--- config.mk ---
export PLATFORM = sky130hd
export DESIGN_NAME = pipe_stage_reg
export DESIGN_NICKNAME = d
export VERILOG_FILES = /design/src/rtl/pipe_pkg.sv /design/src/rtl/pipe_sat_cnt.sv /design/src/rtl/pipe_stage_reg.sv
export SDC_FILE = /design/constraint.sdc
export NUM_CORES = 1
export LEC_CHECK = 0
export BUFFER_PORTS_ARGS = -buffer_cell sky130_fd_sc_hd__buf_4
export CAP_MARGIN = 40
export CORE_MARGIN = 4
export CORE_UTILIZATION = 47
export CTS_CLUSTER_SIZE = 40
export DETAILED_ROUTE_END_ITERATION = 8
export PLACE_DENSITY = 0.88
export SLEW_MARGIN = 5
export SYNTH_ARGS = -nofsm -noshare
export SYNTH_HDL_FRONTEND = slang
export SYNTH_SLANG_ARGS = --single-unit
--- constraint.sdc ---
create_clock -name clk -period 3.1 [get_ports clk]
set_clock_uncertainty 0.05 [all_clocks]
set_input_delay 0 -clock clk [delete_from_list [all_inputs] [get_ports clk]]
set_output_delay 0 -clock clk [all_outputs]
set_load 0.02 [all_outputs]
--- src/rtl/pipe_pkg.sv ---
// Shared constants for the pipeline stage registers: control-word layout,
// per-stage payload widths and the counter saturation helper.
// No logic; imported by pipe_stage_reg and pipe_sat_cnt.
package pipe_pkg;

    // Control word layout, LSB first
    localparam int CTRL_W     = 16;
    localparam int REGWRITE_B = 0;
    localparam int MEMWRITE_B = 1;
    localparam int MEMREAD_B  = 2;
    localparam int WDSEL_LSB  = 3;
    localparam int WDSEL_W    = 2;
    localparam int ALUSRC_B   = 5;
    localparam int ALUOP_LSB  = 6;
    localparam int ALUOP_W    = 4;
    localparam int NPCOP_LSB  = 10;
    localparam int NPCOP_W    = 3;
    localparam int DMTYPE_LSB = 13;
    localparam int DMTYPE_W   = 3;

    // Payload widths used by the instantiating stages
    localparam int XLEN          = 32;
    localparam int RADDR_W       = 5;
    localparam int DATA_W_DEF    = 128;
    localparam int IF_ID_DATA_W  = 2 * XLEN;                // PC, PC+4
    localparam int ID_EX_DATA_W  = 5 * XLEN + RADDR_W;      // PC, PC+4, RD1, RD2, Imm, rd
    localparam int EX_MEM_DATA_W = 3 * XLEN + RADDR_W;      // PC+4, ALU, RD2, rd
    localparam int MEM_WB_DATA_W = 3 * XLEN + RADDR_W;      // PC+4, ALU, RDATA, rd

    // All-ones value a w-bit counter saturates at (w <= 63)
    function automatic logic [63:0] sat_max(input int w);
        return (64'd1 << w) - 64'd1;
    endfunction

endpackage

--- src/rtl/pipe_sat_cnt.sv ---
// Saturating up-counter: adds inc (0..3) each cycle, sticks at all-ones.
// Latency: count visible the cycle after the increment. No backpressure.
// Ports: clk, reset (sync, active-high), inc[1:0], cnt[W-1:0].
module pipe_sat_cnt
    import pipe_pkg::*;
#(
    parameter int W = 16
) (
    input  logic         clk,
    input  logic         reset,
    input  logic [1:0]   inc,
    output logic [W-1:0] cnt
);

    localparam logic [W-1:0] SAT = W'(sat_max(W));

    logic [W-1:0] cnt_q, cnt_d;
    logic [W:0]   sum;

    // inc never exceeds 3, so the carry bit alone detects overflow
    always_comb begin
        sum   = {1'b0, cnt_q} + (W+1)'(inc);
        cnt_d = sum[W] ? SAT : sum[W-1:0];
    end

    always_ff @(posedge clk) begin
        if (reset) cnt_q <= '0;
        else       cnt_q <= cnt_d;
    end

    assign cnt = cnt_q;

endmodule

--- src/rtl/pipe_stage_reg.sv ---
// Generic pipeline stage register with valid/ready, stall hold, flush kill.
// Latency: 1 cycle. Backpressure: SKID=0 combinational o_ready, SKID=1 registered
// o_ready from a second (skid) entry. Ports: upstream i_valid/o_ready/i_data/i_ctrl,
// downstream o_valid/i_ready/o_data/o_ctrl, i_stall, flush, two saturating counters.
module pipe_stage_reg
    import pipe_pkg::*;
#(
    parameter int DATA_W = 128,
    parameter int CTRL_W = pipe_pkg::CTRL_W,
    parameter int SKID   = 0,
    parameter int CNT_W  = 16
) (
    input  logic              clk,
    input  logic              reset,
    input  logic              i_valid,
    output logic              o_ready,
    input  logic [DATA_W-1:0] i_data,
    input  logic [CTRL_W-1:0] i_ctrl,
    input  logic              i_stall,
    input  logic              flush,
    output logic              o_valid,
    input  logic              i_ready,
    output logic [DATA_W-1:0] o_data,
    output logic [CTRL_W-1:0] o_ctrl,
    output logic [CNT_W-1:0]  o_stall_cnt,
    output logic [CNT_W-1:0]  o_flush_cnt
);

    logic              rdy, accept, drain;
    logic              main_vld_q, main_vld_d;
    logic [DATA_W-1:0] main_dat_q, main_dat_d;
    logic [CTRL_W-1:0] main_ctl_q, main_ctl_d;
    logic              skid_vld_q;
    logic [DATA_W-1:0] skid_dat_q;
    logic [CTRL_W-1:0] skid_ctl_q;
    logic [1:0]        stall_inc, flush_inc;

    assign accept = i_valid & rdy;
    // A stall freezes the output, so nothing leaves even if downstream is ready
    assign drain  = main_vld_q & i_ready & ~i_stall;

    generate
        if (SKID != 0) begin : g_skid
            logic              skid_vld_d;
            logic [DATA_W-1:0] skid_dat_d;
            logic [CTRL_W-1:0] skid_ctl_d;

            assign rdy = ~reset & ~skid_vld_q & ~i_stall;

            always_comb begin
                skid_vld_d = skid_vld_q;
                skid_dat_d = skid_dat_q;
                skid_ctl_d = skid_ctl_q;
                if (flush) begin
                    skid_vld_d = 1'b0;
                    skid_ctl_d = '0;
                end else if (!i_stall) begin
                    if (drain && skid_vld_q) begin
                        // skid word moves into main; rdy was low so no accept
                        skid_vld_d = 1'b0;
                        skid_ctl_d = '0;
                    end else if (accept && main_vld_q && !drain) begin
                        skid_vld_d = 1'b1;
                        skid_dat_d = i_data;
                        skid_ctl_d = i_ctrl;
                    end
                end
            end

            always_ff @(posedge clk) begin
                if (reset) begin
                    skid_vld_q <= 1'b0;
                    skid_dat_q <= '0;
                    skid_ctl_q <= '0;
                end else begin
                    skid_vld_q <= skid_vld_d;
                    skid_dat_q <= skid_dat_d;
                    skid_ctl_q <= skid_ctl_d;
                end
            end
        end else begin : g_noskid
            assign rdy        = ~reset & ~i_stall & (~main_vld_q | i_ready);
            assign skid_vld_q = 1'b0;
            assign skid_dat_q = '0;
            assign skid_ctl_q = '0;
        end
    endgenerate

    always_comb begin
        main_vld_d = main_vld_q;
        main_dat_d = main_dat_q;
        main_ctl_d = main_ctl_q;
        if (flush) begin
            main_vld_d = 1'b0;
            main_ctl_d = '0;
        end else if (!i_stall) begin
            if (drain) begin
                if (skid_vld_q) begin
                    main_dat_d = skid_dat_q;
                    main_ctl_d = skid_ctl_q;
                end else if (accept) begin
                    main_dat_d = i_data;
                    main_ctl_d = i_ctrl;
                end else begin
                    main_vld_d = 1'b0;
                    main_ctl_d = '0;
                end
            end else if (accept && !main_vld_q) begin
                main_vld_d = 1'b1;
                main_dat_d = i_data;
                main_ctl_d = i_ctrl;
            end
        end
    end

    always_ff @(posedge clk) begin
        if (reset) begin
            main_vld_q <= 1'b0;
            main_dat_q <= '0;
            main_ctl_q <= '0;
        end else begin
            main_vld_q <= main_vld_d;
            main_dat_q <= main_dat_d;
            main_ctl_q <= main_ctl_d;
        end
    end

    // Back-pressure cycle: holding a valid word that does not leave (flush excluded)
    assign stall_inc = {1'b0, main_vld_q & ~flush & (i_stall | ~i_ready)};
    assign flush_inc = flush ? ({1'b0, main_vld_q} + {1'b0, skid_vld_q}) : 2'b00;

    pipe_sat_cnt #(.W(CNT_W)) u_stall_cnt (
        .clk   (clk),
        .reset (reset),
        .inc   (stall_inc),
        .cnt   (o_stall_cnt)
    );

    pipe_sat_cnt #(.W(CNT_W)) u_flush_cnt (
        .clk   (clk),
        .reset (reset),
        .inc   (flush_inc),
        .cnt   (o_flush_cnt)
    );

    assign o_ready = rdy;
    assign o_valid = main_vld_q;
    assign o_data  = main_dat_q;
    // Bubbles must never carry live RegWrite/MemWrite bits
    assign o_ctrl  = main_vld_q ? main_ctl_q : '0;

endmodule

-- After elaboration in Yosys (flattened, before gate mapping)
Cells that the tools add are included.
- word-level logic and storage cells: 43
- bits in latches: 0
- bits in read-only memories: 0
- bits in writable memories: 0
- input port bits: 150
- register bits: 177
- memories: 0
- eq/ne operators: 2
- multiply operators: 0
- order comparisons: 0
- shifts and indexed selects: 0
- bitwise operators: 14
- divide/modulo/power cells: 0
- muxes and demuxes: 13
- reduce and logical (&&, ||, !) cells: 7
- add/sub/neg operators: 2
- operators with widths (kind ; count):
    $mux W128 ; 3
    $mux W16 ; 6
    $add A16 B1 Y17 ; 2
    $and A1 B1 Y1 ; 7
    $not A1 Y1 ; 5
    $mux W1 ; 4
    $ne A2 B2 Y1 const B ; 2
    $reduce_and A4 Y1 ; 1
    $reduce_and A3 Y1 ; 1
    $or A1 B1 Y1 ; 2
    $reduce_and A2 Y1 ; 1
    $reduce_bool A2 Y1 ; 1
    $reduce_or A2 Y1 ; 1
    $logic_and A1 B1 Y1 ; 1
    $logic_not A1 Y1 ; 1

-- Depth between registers and ports, before layout
Gate-level depths: netlist of the first run.
- word-level depth: 7
- mapped depth: 10

-- Cells and area by module
A second synthesis of the first run with hierarchy kept.
- cells, all modules: 650
- area, all modules: 7860.0 sq um
- modules (own cells, without submodules) (module ; area an instance (sq um) ; cells each ; times used):
    pipe_stage_reg ; 6083.3 ; 480 ; 1
    pipe_sat_cnt ; 888.4 ; 85 ; 2

-- Least setup slack after synthesis of the first run
Ideal clock, no wire load.
- kind: register -> register
- from: register main_vld_q, in the netlist o_valid
- to: register u_flush_cnt.cnt_q[10], in the netlist u_flush_cnt.cnt[10]
- slack: 0.481 ns
- data arrival time: 2.499 ns
- library setup time: 0.070 ns
- stages on the path, launching flop included: 11
- buffers on the path: 3
- period minus slack after synthesis: 2.619 ns
- required time: 2.980 ns
- path through: dfxtp_1 > clkbuf_1 > clkbuf_1 > and2_1 > ha_1 > ha_1 > nand3_1 > nor4_1 > nand3_1 > clkbuf_1 > a21oi_1
- word-level cells in the longest chain between the ends: 3
- ends and longest elaborated chain (what ; line ; source):
    start: declaration ; pipe_stage_reg.sv:30 ; logic main_vld_q, main_vld_d;
    start signal: assignment ; pipe_stage_reg.sv:122 ; main_vld_q <= main_vld_d;
    $mux W1 ; pipe_stage_reg.sv:130 ; assign flush_inc = flush ? ({1'b0, main_vld_q} + {1'b0, skid_vld_q}) : 2'b00;
    $add A16 B1 Y17 ; pipe_sat_cnt.sv:22 ; sum = {1'b0, cnt_q} + (W+1)'(inc);
    $mux W16 ; pipe_sat_cnt.sv:23 ; cnt_d = sum[W] ? SAT : sum[W-1:0];
    end signal: assignment ; pipe_sat_cnt.sv:28 ; else cnt_q <= cnt_d;
    end: declaration ; pipe_sat_cnt.sv:17 ; logic [W-1:0] cnt_q, cnt_d;
Every way passes these cells.
A chain may end at the register's enable or synchronous reset.

-- Worst setup path in the final report of the first run
- from: register main_vld_q, in the netlist o_valid
- to: register u_stall_cnt.cnt_q[1], in the netlist u_stall_cnt.cnt[1]
- word-level cells in the longest chain between the ends: 4
- ends and longest elaborated chain (what ; line ; source):
    $and A1 B1 Y1 (2 in a row) ; pipe_stage_reg.sv:129 ; assign stall_inc = {1'b0, main_vld_q & ~flush & (i_stall | ~i_ready)};
    $add A16 B1 Y17 ; pipe_sat_cnt.sv:22 ;
    $mux W16 ; pipe_sat_cnt.sv:23 ;
    end signal: assignment ; pipe_sat_cnt.sv:28 ;
    end: declaration ; pipe_sat_cnt.sv:17 ;
Every way passes these cells.

==> results of run 1 <==
-- repair_timing --
action                                  in CTS  in global routing
hold endpoints to repair                   144                  0
hold buffers                               144                  0
endpoints found under the setup margin       0                  0
-- layer usage --
layer	vias to the layer above	global-route usage, %	part of all wire, %
li1	3828	-	-
met1	4073	37.9	34
met2	615	58.0	49
met3	166	12.0	10
met4	0	20.5	6.6
met5	-	0	0
-- registers in the layout (all words and copies together), names as in the netlist --
register	flops
main_ctl_q	16
u_stall_cnt.cnt	16
o_valid	1
u_flush_cnt.cnt	16
o_data	128
-- stage by stage --
step	total power, W	std cells
final	0.00530	1452
after global routing	0.00546	1452
after global placement	0.00285	1275
after detailed placement	0.00285	1275
after CTS	0.00527	1451
after floorplan	0.00260	834
-- cells in the final DEF (no fill, tap or decap), types with 4 or more instances in the layout --
master           n
nor2_1          29
ha_1             4
nor3_1           9
xnor2_1          8
and4_1           5
nand2_1         13
nand3_1        138
and3_1           5
a21oi_1        154
o21ai_1         10
and2_1          17
dlygate4sd3_1  144
buf_12           4
inv_1            6
nand4_1          6
clkbuf_16       17
o21ai_0        120
buf_4          334
a22oi_1         16
bufinv_16        4
xor2_1           9
dfxtp_1        177
-- final cells by class --
cell class / count / area [um2] / share of cell area, %
Inverter: 6 / 22.5 / 0.195
Tap cell: 184 / 230 / 1.99
Multi-Input combinational cell: 570 / 3090 / 26.7
Clock inverter: 12 / 180 / 1.56
Antenna cell: 1 / 2.50 / 0.0217
Timing Repair Buffer: 482 / 4030 / 34.9
Clock buffer: 20 / 447 / 3.87
Sequential cell: 177 / 3540 / 30.7
-- final timing paths --
| check | end | start | slack [ps] |
|---|---|---|---|
| setup / recovery | u_stall_cnt.cnt[1] | o_valid | 740 |
| hold / removal | o_valid | i_ready | 20 |
| setup reg to reg | u_stall_cnt.cnt[1] | o_valid | 740 |
| hold reg to reg | o_data[13] | o_data[13] | 430 |
-- power by group through the flow --
stage | combinational, W | sequential, W | clock [W]
CTS | 0.000627 | 0.00233 | 0.00232
global route | 0.000692 | 0.00234 | 0.00243
floorplan | 0.000176 | 0.00242 | 0
finish | 0.000658 | 0.00233 | 0.00231
global placement | 0.000471 | 0.00238 | 0
detailed placement | 0.000474 | 0.00238 | 0
-- worst max-delay path, stage by stage, from the launching register on --
cell and delay [ps]:
dfxtp_1 330, buf_4 240, nand2_1 100, nor2_1 200, ha_1 250, nand3_1 260
nor4_2 310, buf_4 210, nand2_2 150, a21oi_1 180
-- cell families (layout without fill, tap and decap cells) --
kind of cell / count (synthesis) / count (layout)
xor+xnor: 17 / 17
buf+inv: 87 / 520
compound gates: 312 / 312
fa+ha+maj: 4 / 4
other cells: 0 / 1
simple gates: 237 / 237
flops: 177 / 177
==> flow_metrics.py, run 1 <==
metrics = {
    "yosys": {
        "ys_seq_area_share_pct": 50.8,
        "synth_edf_count": 0,
        "netlist_area_mm2": 0.00698,
        "yosys_most_used_dff": "dfxtp_1",
        "yosys_warnings": 0,
        "synth.mux.area_fraction_pct": 0,
        "syn-num-nets": 988,
        "synthSimpleGateAreaFrac_pct": 17.7,
        "yosysTopAreaCell": "dfxtp_1",
        "postSynthCellCount": 834,
        "synth_top_area_share_pct": 50.8,
        "async_flop_share_pct": 0,
        "synth_compound_area_share_pct": 23.4,
        "synthTopCellsByCount": "177 x dfxtp_1, 155 x a21oi_1, 138 x nand3_1, 120 x o21ai_0, 69 x clkbuf_1",
        "ys_types": 40,
        "synth_area_leaders": "dfxtp_1 51%, a21oi_1 11%, nand3_1 9.9%, o21ai_0 8.6%, clkbuf_1 3.7%",
        "synthAdderAreaFrac_pct": 0.717,
        "ys_seq_elements": 177,
        "synth_most_common_cell": "dfxtp_1",
        "syn_area_per_cell_um2": 8.37,
        "synth_top_family_by_area": "compound AO/OA/AOI/OAI gates",
        "synth_xor_area_share_pct": 2.13,
    },
    "power_and_ir_drop": {
        "comb_power_share_pct": 12.4,
        "p_leak_nw": 4.73,
        "seqPwrFrac_pct": 44.0,
        "p_clk_share_pct": 43.6,
        "ir_drop_mv": 0.326,
        "switchingPower_w": 0.00128,
        "switching_share_pct": 24.1,
        "p_int_w": 0.00402,
        "power_density_mw_per_mm2": 460,
    },
    "clocking": {
        "numCtsBuffers": 17,
        "clkLatencyLatePin_ps": 420,
        "clock_sinks": 177,
        "postCtsSetupBuffers": 0,
        "h-tree-depth": 4,
        "cts_tree": "yes",
        "cts_resized": 0,
        "clk_root_buffer_cell": "clkbuf_16",
        "cts.path.max_buffers": 2,
        "clkSlewWorstSetupHoldPaths_ps": 60,
    },
    "floorplanning": {
        "die_x_um": 130,
        "ios": 328,
        "coreArea_mm2": 0.0145,
        "initial_core_util_pct": 48.0,
        "die_h_um": 130,
        "die_area_mm2": 0.0169,
        "fp-row-count": 44,
    },
    "finish": {
        "utilization_pct": 79.4,
        "fillers": 828,
        "syn2layout_area_growth_pct": 65.4,
        "drive_above_1_share_pct": 29.8,
        "postLayoutCellArea_mm2": 0.0115,
        "num-nets-final": 1408,
    },
    "global_routing": {
        "grt_max_degree": 145,
        "antenna_found_initial": 1,
        "grt_pass1_wl_um": 46200,
        "grt-ovfl-total": 0,
        "grt_pass1_vias": 8547,
        "track_usage_pct": 34.6,
    },
    "timing": {
        "post-route-min-period_ps": 2360,
        "worst_pin_slew_ps": 868,
        "slew_violations": 0,
        "worst_slack_ps": 736,
        "period_share_pct": 76.3,
        "final.setup.tns_ps": 0,
        "hold_viol_final": 0,
        "worst_hold_slack_ps": 21.3,
        "maxSlewHeadroom_pct": 42.1,
        "rsz0062_at_grt": "false",
        "timing.fmax_mhz": 423,
        "setup_viol": 0,
    },
    "placement": {
        "dp_hpwl_um": 15600,
        "dp_slack_ps": 878,
        "post_dp_cell_area_mm2": 0.00947,
        "portBuffers": 327,
        "place_congestion": 0.861,
    },
    "flow_run": {
        "maxCapViolCount": 0,
    },
    "setup_path": {
        "critPathRequiredTime_ps": 3390,
        "reg2reg_depth": 9,
        "worst_ep_arrival_time_ps": 2650,
        "crit_type": "reg2reg",
        "critical_path_peak_fanout": 22,
        "worstSetupEndpointType": "register",
        "start_kind": "register",
    },
    "run_status": {
        "status": "finished clean",
    },
    "route": {
        "drtIter0Drc": 806,
        "drt_drc_violations_left": 0,
        "vias": 8682,
        "ant_nets": 0,
        "wirelength_um": 30400,
        "drtPass1Iterations": 5,
        "viasPerCell": 5.98,
        "routedWlPerCell_um": 20.9,
    },
    "min_path": {
        "hold_depth": 4,
        "hp-class": "in2reg",
    },
}
No activity file was read; power rests on OpenSTA's default activity.
==> run 2, diff against run 1 <==
ABC_AREA = 1   (was not set)
CORE_UTILIZATION = 48   (was 47)
clock period = 2.2 ns   (was 3.1 ns; I/O delays follow)
==> run 2 against run 1 <==
Non-clock buffer count is 25 higher. Highest routed layer unchanged. Worst hold slack improved by 24 ps. Design area increased by 8.6%. Setup slack worse by 620 ps. Flip-flop and latch count unchanged. Routed wire length increased by 3.9%. Core utilization rose by 2.2 points. Critical endpoint is now main_ctl_q[5].
==> flow_metrics.py, run 2 <==
metrics = {
    "setup_path": {
        "cpMaxStageDelayCell": "dlygate4sd3_1",
        "cp_num_buf_inv": 2,
        "start_kind": "register",
        "worst_ep_arrival_time_ps": 2380,
        "critical_path_peak_fanout": 19,
        "crit_type": "reg2reg",
        "path_cells": "buf_4 > nand2_1 > and2_2 > nand3_1 > dlygate4sd3_1 > a21oi_1",
        "crit_family": "buffers and inverters",
        "critPathRequiredTime_ps": 2500,
        "cpPeakStageDelay_ps": 600,
        "worstSetupEndpointType": "register",
    },
    "placement": {
        "portBuffers": 327,
        "place_congestion": 0.901,
        "dp_hpwl_um": 16300,
    },
    "route": {
        "viasPerCell": 5.09,
        "drtIter0Drc": 678,
        "wirelength_um": 31600,
        "ant_nets": 0,
        "drt_drc_violations_left": 0,
        "routedWlPerCell_um": 16.9,
        "vias": 9486,
        "drtPass1Iterations": 5,
    },
    "clocking": {
        "cts_tree": "yes",
        "h-tree-depth": 4,
        "clkLatencyLatePin_ps": 430,
        "postCtsSetupBuffers": 0,
        "numCtsBuffers": 17,
        "clock_sinks": 177,
        "cts.path.max_buffers": 2,
        "clkSlewWorstSetupHoldPaths_ps": 70,
        "clk_root_buffer_cell": "clkbuf_16",
    },
    "yosys": {
        "yosys_most_used_dff": "dfxtp_1",
        "netlist_area_mm2": 0.00761,
        "ys_types": 23,
        "syn-num-nets": 1324,
        "synth_area_leaders": "dfxtp_1 47%, nand2_1 16%, nor2_1 14%, inv_1 8.8%, nand3_1 3.6%",
        "synth_top_area_share_pct": 46.6,
        "synth_most_common_cell": "nand2_1",
        "ys_seq_area_share_pct": 46.6,
        "synthTopCellsByCount": "332 x nand2_1, 291 x nor2_1, 178 x inv_1, 177 x dfxtp_1, 54 x nand3_1",
        "yosysTopAreaCell": "dfxtp_1",
        "async_flop_share_pct": 0,
        "postSynthCellCount": 1170,
        "ys_seq_elements": 177,
        "synth_edf_count": 0,
        "yosys_warnings": 0,
        "syn_area_per_cell_um2": 6.51,
    },
    "finish": {
        "fillers": 861,
        "drive_above_1_share_pct": 23.2,
        "largest_register_ffs": 128,
        "final_common_cell": "buf_4",
        "num-nets-final": 1792,
        "utilization_pct": 81.6,
        "final_cell_mix": "338 x buf_4, 331 x nand2_1, 291 x nor2_1",
        "syn2layout_area_growth_pct": 64.7,
    },
    "global_routing": {
        "antenna_found_initial": 3,
        "grt_max_degree": 61,
        "grt_pass1_vias": 9741,
        "grt-ovfl-total": 0,
        "track_usage_pct": 34.2,
        "grt_pass1_wl_um": 49100,
    },
    "power_and_ir_drop": {
        "power_density_mw_per_mm2": 593,
        "p_leak_nw": 6.29,
        "power.total_w": 0.00744,
        "ir_drop_mv": 0.513,
    },
    "timing": {
        "maxSlewHeadroom_pct": 60.2,
        "period_share_pct": 94.6,
        "worst_hold_slack_ps": 44.9,
        "hold_viol_final": 0,
        "setup_viol": 0,
        "slew_violations": 0,
        "post-route-min-period_ps": 2080,
        "timing.fmax_mhz": 480,
        "final.setup.tns_ps": 0,
        "worst_pin_slew_ps": 596,
        "rsz0062_at_grt": "false",
    },
    "floorplanning": {
        "die_x_um": 134,
        "ios": 328,
        "fp-row-count": 45,
        "die_area_mm2": 0.0179,
        "die_h_um": 134,
        "coreArea_mm2": 0.0154,
        "initial_core_util_pct": 49.5,
    },
    "run_status": {
        "status": "finished clean",
    },
    "flow_run": {
        "maxCapViolCount": 0,
    },
    "min_path": {
        "hp-class": "in2reg",
    },
}
[run 2: power by group]
part | total, W | switching [W] | internal [W] | leakage [nW]
clock | 0.00317 | 0.00129 | 0.00188 | 0.301
sequential | 0.00330 | 0.0000365 | 0.00326 | 1.43
combinational | 0.000967 | 0.000453 | 0.000514 | 4.56
total | 0.00744 | 0.00178 | 0.00566 | 6.29
[run 2: cell type report]
cell class / instances / area, um2 / area share, %
repair buffers: 507 / 4290 / 34.2
flip-flops and latches: 177 / 3540 / 28.3
clock buffers: 24 / 522 / 4.16
inverters: 178 / 671 / 5.35
well taps: 211 / 264 / 2.11
clock inverters: 7 / 97.6 / 0.778
diodes: 3 / 7.51 / 0.0599
multi-input cells: 757 / 3140 / 25.1
[run 2: through the flow]
step	cells	instance area, um2	setup WS (ps)
final	1864	12500	118
after global routing	1864	12500	27.6
after CTS	1861	12500	53.8
after detailed placement	1667	10300	244
after global placement	1667	10300	316
after floorplan	1170	7610	40.8
[run 2: worst register-to-register path: stages (launching register included)]
cell,delay (ps)
dfxtp_2,330
buf_4,200
nand2_1,140
and2_2,380
nand3_1,170
dlygate4sd3_1,600
a21oi_1,140
[run 2: cells by family (layout without fill, tap and decap cells)]
| group | after synthesis | count (layout) | synth area share, % |
|---|---|---|---|
| flops | 177 | 177 | 46.6 |
| fa+ha+maj | 4 | 4 | 0.658 |
| simple gates | 695 | 695 | 36.0 |
| other cells | 0 | 3 | 0 |
| buf+inv | 236 | 716 | 12.3 |
| xor+xnor | 13 | 13 | 1.50 |
| compound gates | 45 | 45 | 2.99 |
[run 2: path summary, 6_finish.rpt]
kind / start / to / slack [ps] / cells after the start
max reg2reg: o_valid / main_ctl_q[5] / 120 / 6
max: o_valid / main_ctl_q[5] / 120 / 6
min reg2reg: o_data[72] / o_data[72] / 440 / 2
min: flush / o_data[122] / 40 / 5
[run 2: repair_timing]
item | CTS | global route
hold buffers | 163 | 0
endpoints found under the hold margin | 168 | 0
resized for setup | 0 | 2
setup endpoints to repair | 0 | 18
[run 2: layer usage]
layer | wire length, um | track usage, % | share of wire (%) | vias to the layer above
met3 | 2790 | 11.1 | 8.8 | 228
li1 | - | - | - | 4372
met1 | 10700 | 33.1 | 34 | 4258
met4 | 2580 | 26.6 | 8.2 | 0
met5 | 0 | 0 | 0 | -
met2 | 15500 | 59.9 | 49 | 628
